--- config.mk ---
export PLATFORM = sky130hd
export DESIGN_NAME = mips_cpu_multdiv_ctrl
export DESIGN_NICKNAME = d
export VERILOG_FILES = /design/src/rtl/mips_cpu_multdiv_ctrl.sv
export SDC_FILE = /design/constraint.sdc
export NUM_CORES = 2
export LEC_CHECK = 0
export ABC_AREA = 0
export CAP_MARGIN = 20
export CORE_MARGIN = 8
export CORE_UTILIZATION = 50
export DETAILED_ROUTE_END_ITERATION = 8
export HOLD_SLACK_MARGIN = 0.05
export PLACE_DENSITY = 0.69
export SETUP_SLACK_MARGIN = 0.5
export SYNTH_ARGS = -nofsm -noshare
export SYNTH_HDL_FRONTEND = slang
export SYNTH_SLANG_ARGS = --single-unit
export TNS_END_PERCENT = 50
--- constraint.sdc ---
create_clock -name clk -period 7.1 [get_ports clk]
set_input_delay 1.42 -clock clk [delete_from_list [all_inputs] [get_ports clk]]
set_output_delay 1.42 -clock clk [all_outputs]
set_load 0.01 [all_outputs]
--- src/rtl/mips_cpu_multdiv_ctrl.sv ---
// HI/LO owner and mult/div sequencer: multi-cycle multiply, 32-step restoring divide, MT/MF access.
// Optional MULTDIV_DIV0_FAST_EN: divide by zero finishes in one busy cycle and leaves HI/LO untouched.
module mips_cpu_multdiv_ctrl #(
    parameter int MUL_CYCLES = 4
) (
    input  logic        clk,
    input  logic        reset,
    input  logic        op_valid,
    input  logic [2:0]  op_code,
    input  logic [31:0] rs_val,
    input  logic [31:0] rt_val,
    output logic [31:0] result,
    output logic        result_valid,
    output logic        stall,
    output logic        busy,
    output logic [31:0] hi,
    output logic [31:0] lo
);

    localparam logic [2:0] OP_DIVU  = 3'b000;
    localparam logic [2:0] OP_MULTU = 3'b001;
    localparam logic [2:0] OP_DIV   = 3'b010;
    localparam logic [2:0] OP_MULT  = 3'b011;
    localparam logic [2:0] OP_MTHI  = 3'b100;
    localparam logic [2:0] OP_MTLO  = 3'b101;
    localparam logic [2:0] OP_MFHI  = 3'b110;
    localparam logic [2:0] OP_MFLO  = 3'b111;

    typedef enum logic [1:0] {IDLE, MUL, DIV_ITER, DIV_FIX} state_t;

    state_t      state;
    logic [4:0]  cnt;
    logic [31:0] opa;
    logic [31:0] opb;
    logic [31:0] rem;
    logic        is_signed;
    logic        neg_q;
    logic        neg_r;
`ifdef MULTDIV_DIV0_FAST_EN
    logic        div_zero;
`endif

    logic        div_signed;
    logic [31:0] rs_abs;
    logic [31:0] rt_abs;
    logic [63:0] ext_a;
    logic [63:0] ext_b;
    logic [63:0] product;
    logic [32:0] shifted;
    logic        ge;
    logic [31:0] diff;
    logic [31:0] quo_fix;
    logic [31:0] rem_fix;
    logic        mf_hit;

    assign div_signed = (op_code == OP_DIV);
    assign rs_abs     = (div_signed && rs_val[31]) ? 32'd0 - rs_val : rs_val;
    assign rt_abs     = (div_signed && rt_val[31]) ? 32'd0 - rt_val : rt_val;

    // Low 64 bits of the product of sign-extended operands equal the signed product.
    assign ext_a   = {{32{is_signed & opa[31]}}, opa};
    assign ext_b   = {{32{is_signed & opb[31]}}, opb};
    assign product = ext_a * ext_b;

    // opa doubles as the dividend/quotient shift register during division.
    assign shifted = {rem, opa[31]};
    assign ge      = (shifted >= {1'b0, opb});
    assign diff    = shifted[31:0] - opb;
    assign quo_fix = neg_q ? 32'd0 - opa : opa;
    assign rem_fix = neg_r ? 32'd0 - rem : rem;

    assign busy         = (state != IDLE);
    assign stall        = op_valid && busy;
    assign mf_hit       = (state == IDLE) && op_valid && (op_code == OP_MFHI || op_code == OP_MFLO);
    assign result_valid = mf_hit;
    assign result       = mf_hit ? ((op_code == OP_MFLO) ? lo : hi) : 32'd0;

    always_ff @(posedge clk or posedge reset) begin
        if (reset) begin
            state     <= IDLE;
            cnt       <= 5'd0;
            opa       <= 32'd0;
            opb       <= 32'd0;
            rem       <= 32'd0;
            is_signed <= 1'b0;
            neg_q     <= 1'b0;
            neg_r     <= 1'b0;
            hi        <= 32'd0;
            lo        <= 32'd0;
`ifdef MULTDIV_DIV0_FAST_EN
            div_zero  <= 1'b0;
`endif
        end else begin
            case (state)
                IDLE: begin
                    if (op_valid) begin
                        case (op_code)
                            OP_MULT, OP_MULTU: begin
                                opa       <= rs_val;
                                opb       <= rt_val;
                                is_signed <= (op_code == OP_MULT);
                                cnt       <= 5'(MUL_CYCLES - 1);
                                state     <= MUL;
                            end
                            OP_DIV, OP_DIVU: begin
                                opa   <= rs_abs;
                                opb   <= rt_abs;
                                rem   <= 32'd0;
                                neg_q <= div_signed && (rs_val[31] ^ rt_val[31]);
                                neg_r <= div_signed && rs_val[31];
                                cnt   <= 5'd31;
`ifdef MULTDIV_DIV0_FAST_EN
                                div_zero <= (rt_val == 32'd0);
                                state    <= (rt_val == 32'd0) ? DIV_FIX : DIV_ITER;
`else
                                state    <= DIV_ITER;
`endif
                            end
                            OP_MTHI: hi <= rs_val;
                            OP_MTLO: lo <= rs_val;
                            default: ;
                        endcase
                    end
                end
                MUL: begin
                    if (cnt == 5'd0) begin
                        {hi, lo} <= product;
                        state    <= IDLE;
                    end else begin
                        cnt <= cnt - 5'd1;
                    end
                end
                DIV_ITER: begin
                    opa <= {opa[30:0], ge};
                    rem <= ge ? diff : shifted[31:0];
                    if (cnt == 5'd0)
                        state <= DIV_FIX;
                    else
                        cnt <= cnt - 5'd1;
                end
                DIV_FIX: begin
`ifdef MULTDIV_DIV0_FAST_EN
                    if (!div_zero) begin
                        hi <= rem_fix;
                        lo <= quo_fix;
                    end
`else
                    hi <= rem_fix;
                    lo <= quo_fix;
`endif
                    state <= IDLE;
                end
                default: state <= IDLE;
            endcase
        end
    end

endmodule

==> impl_results.md <==
* Setup repair after global routing missed its margin: yes
* Max Clk Rate at 130 MHz
* Clock Skews at 0.0190 ns
* Netlist area before placement at 0.0504 mm²
* Root buf cell: sky130_fd_sc_hd__clkbuf_16
* Most heavily used metal layer in global routing: met2
* CTS tree: built
* Via count at 42600
* Critical path's most frequent cell: sky130_fd_sc_hd__fa_1
* Destination of the worst hold path: lo[25]$_DFFE_PP0P_
* Wire length of the first global-routing pass at 264000 µm
* Register-to-register setup slack at -0.61 ns
* Reg2Reg Launch Point: opb[6]$_DFFE_PP0P_
* Hold Path Origin: lo[25]$_DFFE_PP0P_
* Starting DRC count in detailed routing at 3556
* Fraction of the core area covered by cells at the end of the flow at 0.613
* Count of nets left with antenna violations after detail routing at 0
* Post-layout net count at 7752
* Endpoint class of the critical path: flip-flop
* Ys Warns at 0
* Via/cell ratio at 5.60
* Starting utilization of the core area at 0.504
* Clk_lat worst skew at 0.52 ns
* Data required time at the worst endpoint at 7.47 ns
* Clock transition time at the flip-flop clock pins of the worst setup and hold paths at 0.09 ns
* Post-DP HPWL at 143000 µm
* Leading cell type in the layout, fill and taps excluded: sky130_fd_sc_hd__inv_1
* Met1 Usage GRT at 0.389
* Die footprint at 0.111 mm²
* Fill count at 8438
* Cell row count at 116
* Maximum number of pins on one net before global-route repair at 124
* DRC at 0
* Leading post-synthesis cells by cell area: sky130_fd_sc_hd__fa_1 (45%), sky130_fd_sc_hd__inv_1 (8.8%), sky130_fd_sc_hd__dfrtp_1 (8.4%), sky130_fd_sc_hd__nand2_1 (7.1%), sky130_fd_sc_hd__ha_1 (6.3%)
* Slowest cell on the critical path: sky130_fd_sc_hd__fa_1
* Relative slew margins at 0.272
* Destination of the worst register-to-register timing path: hi[30]$_DFFE_PP0P_
* Cell type with the largest total area after synthesis: sky130_fd_sc_hd__fa_1
* Layout overhead on the synthesized area at 21.7%
* Worst hold-check path type: flip-flop to flip-flop
* Placer Congestion at 0.968
* Number of top-level pins at 169
* Register-to-Register Path Depth at 31
* Number of hold violations in the final report at 0
* Sink count of the clock tree at 170
* Post-route clock period utilization at 1.09
* Die Height at 333 µm
* Chip width at 333 µm
* Critical path's largest stage delay at 0.56 ns
* Final Max Slew Viols at 0
* DR pass1 iterations at 6
* Vias in the first global route at 45700
* Kind of launch point of the worst setup path: flip-flop
* Outcome: finished, violations left
* Number of standard cells after synthesis at 5745
* Total number of H-tree levels at 4
* Proportion of register bits with asynchronous set or reset after synthesis at 1.00
* Wirelength per Cell at 22.4 µm
* Share of cells above drive strength 1 at 0.180
* Proportion of synthesized chip area in sequential cells at 0.0844
* Cts bufs inserted at 17
* Slew of the pin with the lowest slew margin at 1.09 ns
* Mean area per synthesized cell at 8.77 µm²
* GR Overflow Total at 0
* Buffers from clock root to sink, at most at 2
* Port-buffer cells at 168
* Worst Slack Setup Final at -0.613 ns
* Number of cells on the worst hold path at 2
* CTS Hold Buffers Added at 0
* Cell family with most CP delay: adder cells
* Top library cells by usage in the layout, fill and taps aside: sky130_fd_sc_hd__inv_1 (1123), sky130_fd_sc_hd__fa_1 (1093), sky130_fd_sc_hd__nand2_1 (939)
* Worst Path Buf+Inv at 11
* #FFs+latches synth at 170
* Global routing usage on met3 at 0.0568
* Initial antenna violation count at 2
* Total wirelength of the detailed-routed design at 171000 µm
* Crit Path Category: flip-flop to flip-flop
* Violated checks: negative setup slack
* Signal arrival time at the worst endpoint at 8.08 ns
* Maximum fanout count along the critical path at 4
* Global-route met2 utilization at 0.506
* Number of enable flip-flop cells after synthesis at 0
* Area of the placeable core at 0.100 mm²
* Max-cap violation count at 0
* Setup violators final at 42
* Yosys cell types at 76
* Min Tclk post-route at 7.71 ns
* Area share of the leading cell type in the synthesized netlist at 0.447
* Most frequently used flop master after synthesis: sky130_fd_sc_hd__dfrtp_1
* Total GRT Usage at 0.308
* Post-Syn Nets at 7196
cell type report:
class                      instances  area, µm²  area share
multi-input combinational       4039      42000       0.685
inverter                        1187       4470      0.0730
clock inverter                    14        173     0.00282
sequential                       170       4270      0.0697
clock buffer                      18        429     0.00700
tap                             1298       1620      0.0265
timing repair buffer             886       8320       0.136
antenna                            5       12.5    0.000204
repair_timing:
item                                    in CTS  in global routing
pin swaps                                  144                110
gates cloned                                 3                  1
endpoints found under the setup margin      51                 51
gates resized for setup                    213                150
setup buffers                               56                 24
synthesized netlist by cell type, types with 77 or more instances:
master	count
sky130_fd_sc_hd__a21oi_1	165
sky130_fd_sc_hd__and2_1	308
sky130_fd_sc_hd__clkbuf_1	305
sky130_fd_sc_hd__dfrtp_1	170
sky130_fd_sc_hd__fa_1	1126
sky130_fd_sc_hd__ha_1	255
sky130_fd_sc_hd__inv_1	1186
sky130_fd_sc_hd__nand2_1	956
sky130_fd_sc_hd__nor2_1	193
sky130_fd_sc_hd__o21ai_0	231
sky130_fd_sc_hd__xnor2_1	139
sky130_fd_sc_hd__xor2_1	77
state kept, by name, summed over array words and instances (netlist names), 2 cells and up:
name / count
lo: 32
opb: 32
hi: 32
opa: 32
rem: 32
cnt: 5
state: 2
layer usage:
layer  vias to the layer above  wire [µm]
li1                      18500          -
met2                      1904      81700
met5                         -          0
met1                     21700      64600
met3                       453      14200
met4                         0       9930
cells by family after synthesis:
group	count (synthesis)	share of synthesized area
AND/OR/NAND/NOR	1686	0.153
adder cells (fa/ha/maj)	1381	0.511
multiplexers	30	0.00596
AO/OA/AOI/OAI	726	0.0943
buffers and inverters	1536	0.114
XOR/XNOR	216	0.0375
flip-flops	170	0.0844
worst register-to-register path: cells and delay by family (launching register included):
family	cells	cell delay, ns
AOI/OAI and AO/OA	8	1.48
buffers and inverters	11	1.07
and+or+nand+nor	2	0.16
xor gates and xnor gates	1	0.18
adders and majority gates	9	4.24
DFF	1	0.45
stage by stage:
step | std cells | TNS, ns | setup WS, ns | hold slack, ns | cell area (µm²)
after CTS | 7587 | -14.82 | -0.593 | 0.524 | 60500
after global routing | 7614 | -24.96 | -0.798 | 0.549 | 61300
final | 7617 | -16.44 | -0.613 | 0.525 | 61300
after global placement | 7494 | -19.21 | -0.838 | 0.493 | 58400
after detailed placement | 7496 | -22.00 | -0.851 | 0.505 | 58500
after floorplan | 5745 | -1.94 | -0.442 | 0.505 | 51400
worst max path at each step:
stage,from,end,cells after the start
after global routing,opb[6]$_DFFE_PP0P_,hi[26]$_DFFE_PP0P_,30
after CTS,opb[6]$_DFFE_PP0P_,hi[31]$_DFFE_PP0P_,31
after floorplan,opa[31]$_DFFE_PP0P_,hi[28]$_DFFE_PP0P_,30
after global placement,opa[19]$_DFFE_PP0P_,hi[8]$_DFFE_PP0P_,27
after detailed placement,opa[19]$_DFFE_PP0P_,hi[8]$_DFFE_PP0P_,27
final,opb[6]$_DFFE_PP0P_,hi[30]$_DFFE_PP0P_,31
Power is not shown: default switching activity piles up to over one toggle a cycle in this logic, so the estimate is an artifact.
